==> config.mk <==
export PLATFORM = sky130hd
export DESIGN_NAME = mext_dispatch
export DESIGN_NICKNAME = d
export VERILOG_FILES = /design/src/rtl/mext_dispatch.sv
export SDC_FILE = /design/constraint.sdc
export NUM_CORES = 1
export LEC_CHECK = 0
export CORE_MARGIN = 2
export CORE_UTILIZATION = 40
export DETAILED_ROUTE_END_ITERATION = 16
export GPL_ROUTABILITY_DRIVEN = 0
export MAX_ROUTING_LAYER = met4
export PLACE_DENSITY = 0.85
export SYNTH_ARGS = -nofsm -noshare
export SYNTH_HDL_FRONTEND = slang
export SYNTH_SLANG_ARGS = --single-unit
==> constraint.sdc <==
create_clock -name clk -period 7.3 [get_ports clk]
set_input_delay 1.46 -clock clk [delete_from_list [all_inputs] [get_ports clk]]
set_output_delay 1.46 -clock clk [all_outputs]
set_load 0.02 [all_outputs]
==> src/rtl/mext_dispatch.sv <==
// RV32M dispatch: decodes funct3, launches the multiplier or divider, resolves divide special
// cases locally and returns the result with a one-cycle ready pulse. Optional: MEXT_RESULT_CACHE_EN.

`ifndef MUL_OP_WIDTH
`define MUL_OP_WIDTH 2
`define MUL_OP_MUL   2'd0
`define MUL_OP_MULH  2'd1
`define MUL_OP_MULSU 2'd2
`define MUL_OP_MULU  2'd3
`endif

`ifndef DIV_OP_WIDTH
`define DIV_OP_WIDTH 2
`define DIV_OP_DIV   2'd0
`define DIV_OP_DIVU  2'd1
`define DIV_OP_REM   2'd2
`define DIV_OP_REMU  2'd3
`endif

module mext_dispatch (
    input  logic                     clk,
    input  logic                     reset,
    input  logic                     valid,
    input  logic [2:0]               funct3,
    input  logic [31:0]              rs1,
    input  logic [31:0]              rs2,
    output logic                     ready,
    output logic [31:0]              rd,
    output logic                     mul_valid,
    output logic [`MUL_OP_WIDTH-1:0] MULop,
    output logic [31:0]              mul_a,
    output logic [31:0]              mul_b,
    input  logic                     mul_ready,
    input  logic [31:0]              mul_result,
    output logic                     div_valid,
    output logic [`DIV_OP_WIDTH-1:0] DIVop,
    output logic [31:0]              div_a,
    output logic [31:0]              div_b,
    input  logic                     div_ready,
    input  logic [31:0]              div_result
);

    typedef enum logic [3:0] {
        StIdle    = 4'b0001,
        StMulWait = 4'b0010,
        StDivWait = 4'b0100,
        StDone    = 4'b1000
    } state_e;

    state_e                   state_q, state_d;
    logic                     ready_q, ready_d;
    logic [31:0]              rd_q, rd_d;
    logic                     mul_valid_q, mul_valid_d;
    logic                     div_valid_q, div_valid_d;
    logic [`MUL_OP_WIDTH-1:0] mulop_q, mulop_d;
    logic [`DIV_OP_WIDTH-1:0] divop_q, divop_d;
    logic [31:0]              opa_q, opa_d;
    logic [31:0]              opb_q, opb_d;

    logic div_by_zero;
    logic div_ovf;
    logic cache_hit;

    function automatic logic [`MUL_OP_WIDTH-1:0] mul_decode(input logic [1:0] f);
        case (f)
            2'b00:   return `MUL_OP_MUL;
            2'b01:   return `MUL_OP_MULH;
            2'b10:   return `MUL_OP_MULSU;
            default: return `MUL_OP_MULU;
        endcase
    endfunction

    function automatic logic [`DIV_OP_WIDTH-1:0] div_decode(input logic [1:0] f);
        case (f)
            2'b00:   return `DIV_OP_DIV;
            2'b01:   return `DIV_OP_DIVU;
            2'b10:   return `DIV_OP_REM;
            default: return `DIV_OP_REMU;
        endcase
    endfunction

    // funct3[1] selects remainder, funct3[0] selects unsigned; overflow exists only when signed
    assign div_by_zero = (rs2 == 32'h0000_0000);
    assign div_ovf     = !funct3[0] && (rs1 == 32'h8000_0000) && (rs2 == 32'hFFFF_FFFF);

`ifdef MEXT_RESULT_CACHE_EN
    logic [2:0]  f3_q, f3_d;
    logic        cache_vld_q, cache_vld_d;
    logic [2:0]  cache_f3_q, cache_f3_d;
    logic [31:0] cache_a_q, cache_a_d;
    logic [31:0] cache_b_q, cache_b_d;
    logic [31:0] cache_rd_q, cache_rd_d;

    assign cache_hit = cache_vld_q && (cache_f3_q == funct3) && (cache_a_q == rs1)
                       && (cache_b_q == rs2);
`else
    assign cache_hit = 1'b0;
`endif

    always_comb begin
        state_d     = state_q;
        ready_d     = 1'b0;
        rd_d        = rd_q;
        mul_valid_d = mul_valid_q;
        div_valid_d = div_valid_q;
        mulop_d     = mulop_q;
        divop_d     = divop_q;
        opa_d       = opa_q;
        opb_d       = opb_q;
`ifdef MEXT_RESULT_CACHE_EN
        f3_d        = f3_q;
        cache_vld_d = cache_vld_q;
        cache_f3_d  = cache_f3_q;
        cache_a_d   = cache_a_q;
        cache_b_d   = cache_b_q;
        cache_rd_d  = cache_rd_q;
`endif

        unique case (state_q)
            StIdle: begin
                // ready_q high means this is the completion cycle of the previous op
                if (valid && !ready_q) begin
                    opa_d   = rs1;
                    opb_d   = rs2;
                    mulop_d = mul_decode(funct3[1:0]);
                    divop_d = div_decode(funct3[1:0]);
`ifdef MEXT_RESULT_CACHE_EN
                    f3_d    = funct3;
                    rd_d    = cache_rd_q;
`endif
                    if (cache_hit) begin
                        state_d = StDone;
                    end else if (!funct3[2]) begin
                        mul_valid_d = 1'b1;
                        state_d     = StMulWait;
                    end else if (div_by_zero) begin
                        rd_d    = funct3[1] ? rs1 : 32'hFFFF_FFFF;
                        state_d = StDone;
                    end else if (div_ovf) begin
                        rd_d    = funct3[1] ? 32'h0000_0000 : 32'h8000_0000;
                        state_d = StDone;
                    end else begin
                        div_valid_d = 1'b1;
                        state_d     = StDivWait;
                    end
                end
            end
            StMulWait: begin
                if (mul_ready) begin
                    rd_d        = mul_result;
                    mul_valid_d = 1'b0;
                    state_d     = StDone;
                end
            end
            StDivWait: begin
                if (div_ready) begin
                    rd_d        = div_result;
                    div_valid_d = 1'b0;
                    state_d     = StDone;
                end
            end
            StDone: begin
                ready_d = 1'b1;
                state_d = StIdle;
`ifdef MEXT_RESULT_CACHE_EN
                cache_vld_d = 1'b1;
                cache_f3_d  = f3_q;
                cache_a_d   = opa_q;
                cache_b_d   = opb_q;
                cache_rd_d  = rd_q;
`endif
            end
            default: begin
                state_d = StIdle;
            end
        endcase
    end

    always_ff @(posedge clk or posedge reset) begin
        if (reset) begin
            state_q     <= StIdle;
            ready_q     <= 1'b0;
            rd_q        <= 32'h0000_0000;
            mul_valid_q <= 1'b0;
            div_valid_q <= 1'b0;
            mulop_q     <= '0;
            divop_q     <= '0;
            opa_q       <= 32'h0000_0000;
            opb_q       <= 32'h0000_0000;
        end else begin
            state_q     <= state_d;
            ready_q     <= ready_d;
            rd_q        <= rd_d;
            mul_valid_q <= mul_valid_d;
            div_valid_q <= div_valid_d;
            mulop_q     <= mulop_d;
            divop_q     <= divop_d;
            opa_q       <= opa_d;
            opb_q       <= opb_d;
        end
    end

`ifdef MEXT_RESULT_CACHE_EN
    always_ff @(posedge clk or posedge reset) begin
        if (reset) begin
            f3_q        <= 3'b000;
            cache_vld_q <= 1'b0;
            cache_f3_q  <= 3'b000;
            cache_a_q   <= 32'h0000_0000;
            cache_b_q   <= 32'h0000_0000;
            cache_rd_q  <= 32'h0000_0000;
        end else begin
            f3_q        <= f3_d;
            cache_vld_q <= cache_vld_d;
            cache_f3_q  <= cache_f3_d;
            cache_a_q   <= cache_a_d;
            cache_b_q   <= cache_b_d;
            cache_rd_q  <= cache_rd_d;
        end
    end
`endif

    // Both units share the latched operands; only the launched unit's valid is raised
    assign ready     = ready_q;
    assign rd        = rd_q;
    assign mul_valid = mul_valid_q;
    assign MULop     = mulop_q;
    assign mul_a     = opa_q;
    assign mul_b     = opb_q;
    assign div_valid = div_valid_q;
    assign DIVop     = divop_q;
    assign div_a     = opa_q;
    assign div_b     = opb_q;

endmodule

==> impl_metrics.tcl <==
set metrics [dict create \
    synth_edf_count 0 \
    numCtsBuffers 9 \
    portBuffers 302 \
    cts_resized 0 \
    worstPathCellList "clkdlybuf4s50_1 -> nor4_1 -> nand4_1 -> or4_1 -> o311ai_0 -> o21ai_0" \
    grt_max_degree 71 \
    min_period_ns 3.95 \
    reg2regPathDepth 5 \
    cp.arrival_ns 4.14 \
    cts_tree "yes" \
    num_vias 4615 \
    maxCapViolCount 0 \
    cts_sinks 105 \
    end_kind "flop" \
    yosysWarnings 0 \
    synth.distinct_cells 38 \
    drv_slew 0 \
    rows 42 \
    diodes 0 \
    required_ns 7.49 \
    powerDensity_nw_per_um2 440 \
    finalHoldViolCount 0 \
    power.leakage_nw 3.51 \
    synth.top_cell.area_share_pct 47.9 \
    yosys.area.top_type "dfrtp_1" \
    hp-class "flop to flop" \
    drtPass1Iterations 7 \
    pre_cts_ws_ns 2.98 \
    syn_nets 598 \
    worst_slack_ns 3.35 \
    post_cts_buffers 0 \
    grt_pass1_wl_um 25900 \
    fin_cells 873 \
    antenna_found_initial 0 \
    rsz0062_at_grt "false" \
    overflow 0 \
    fmax_mhz 253 \
    cts.reportedPaths.clkPinSlew_ns 0.07 \
    htree_levels 3 \
    multi_input_area_um2 2080 \
    clockRootBuffer "clkbuf_16" \
    syn_avg_cell_area_um2 11.8 \
    num-nets-final 828 \
    hold_depth 2 \
    wl_per_cell_um 19.7 \
    cts_buffer_depth 2 \
    fp.dieH_um 121 \
    regArea_um2 2630 \
    grt_usage_pct 23.9 \
    ys_top_cells_by_area "dfrtp_1, mux2_2, buf_4" \
    synth_seq_cells 105 \
    slew_headroom_pct 39.9 \
    fin_tns_setup_ns 0 \
    seq_area_frac_synth_pct 48.4 \
    path_max_fanout 3 \
    startpoint_type "input pin" \
    drt_wl_total_um 17200 \
    ant_nets 0 \
    critPathMaxStageDelay_ns 0.65 \
    vdd_drop_max_mv 0.246 \
    finalCritPeriodShare_pct 54.1 \
    drc 0 \
    dp_cells 857 \
    dieWidth_um 121 \
    routed_via_density 5.29 \
    async_flop_share_pct 100 \
    synthFlopType "dfrtp_1" \
    fillers 1025 \
    initial_core_util_pct 41.0 \
    io_pins 303 \
    critical-path-slowest-cell "or4_1" \
    postSynthCellCount 462 \
    criticalPathCategory "input pin to flop" \
    hpwl_um 12900 \
    areaGrowthSynthToFinish_pct 56.2 \
    fin_worst_skew_ns 0.00883 \
    netlist_area_um2 5430 \
    drive_gt1_share_pct 14.2 \
    clock_latency_ns 0.35 \
    dr.first_iter.drc_count 369 \
    setup_violations 0 \
    cts_hold_buf 0 \
    fp.coreArea_um2 13200 \
    grt_pass1_vias 4764 \
    dieArea_um2 14500 \
    tightestPinTransition_ns 0.902 \
    status "complete, no violations" \
]
## registers in the layout (all words and copies together) (netlist names)
name,count
rd,32
div_a,32
mul_valid,1
DIVop,2
state_q,4
div_valid,1
div_b,32
ready,1
## through the flow
step / utilization [%] / hold WS, ns / instance area, um2 / power (W)
global placement: 61.6 / 0.500 / 8160 / 0.00318
finish: 64.0 / 0.519 / 8480 / 0.00373
floorplan: - / 0.596 / 5430 / 0.00235
global route: 64.0 / 0.545 / 8480 / 0.00390
CTS: 64.0 / 0.527 / 8480 / 0.00376
detailed placement: 61.6 / 0.510 / 8160 / 0.00323
## kinds of logic after synthesis
family / share of synthesized area (%)
compound gates: 7.81
xor+xnor: 0.161
flops: 48.4
simple gates: 10.1
mux: 19.6
buf+inv: 13.9
## area by class of cell
type | count | share of cell area [%]
Clock buffer | 11 | 2.74
Timing Repair Buffer | 311 | 36.5
Inverter | 37 | 1.67
Clock inverter | 5 | 0.959
Sequential cell | 105 | 31.0
Multi-Input combinational cell | 228 | 24.6
Tap cell | 176 | 2.60
## Yosys cell counts (2+ instances only)
cell      instances
nand2_1           5
a222oi_1         31
nor2_1            2
mux2i_1          32
nor4_1           14
or4_1             2
a21oi_1           2
buf_4            66
inv_1            37
and4_1            2
a211o_1           2
nand3_1           3
or4b_1            2
nor4b_1           3
o21ai_0           4
dfrtp_1         104
mux2_2           66
clkbuf_1         23
nand4_1           7
nand3b_1          2
nor4bb_1          2
nand2b_1         31
buf_6             3
nor4b_2           2
nor3_1            2
## power breakdown
| part | internal, W | leakage [nW] | switching, W |
|---|---|---|---|
| clock network | 0.000301 | 0.150 | 0.000216 |
| logic | 0.00111 | 2.07 | 0.00103 |
| registers | 0.000850 | 1.29 | 0.000224 |
| total | 0.00226 | 3.51 | 0.00147 |
## cell usage in the layout, fill, tap and decap left out, types with 3 or more instances in the layout
master           instances
o21ai_0                  4
clkdlybuf4s50_1        302
nand3_1                  3
nor4_1                  13
nand4_1                  7
inv_1                   36
mux2_2                  66
mux2i_1                 32
nand2b_1                31
nand2_1                  4
nor4b_1                  3
buf_4                    9
dfrtp_1                104
a222oi_1                31
clkbuf_16                9
## metal layers
layer | vias up | share of wire [%] | track usage, %
met5 | - | 0 | -
li1 | 2073 | - | -
met3 | 32 | 7.5 | 5.47
met2 | 235 | 53 | 42.2
met4 | 0 | 2.0 | 7.99
met1 | 2275 | 38 | 26.8
## final timing paths
path                                         from                      to  slack, ns
setup / recovery                          rs1[25]  state_q[2]$_DFFE_PP0P_       3.35
hold / removal              mul_valid$_DFFE_PP0P_   mul_valid$_DFFE_PP0P_       0.52
setup reg to reg           state_q[0]$_DFFE_PP1P_       rd[9]$_DFFE_PP0P_       4.70
hold reg to reg             mul_valid$_DFFE_PP0P_   mul_valid$_DFFE_PP0P_       0.52
max in group asynchronous                   reset   div_a[11]$_DFFE_PP0P_       4.55
min in group asynchronous                   reset   div_a[10]$_DFFE_PP0P_       1.48
## worst max-delay path: cells and delay by family
| family | cells | cell delay, ns |
|---|---|---|
| AND/OR/NAND/NOR | 3 | 1.43 |
| AO/OA/AOI/OAI | 2 | 0.79 |
| buffers and inverters | 1 | 0.46 |
Note: power is estimated with default switching activity, not from simulation.
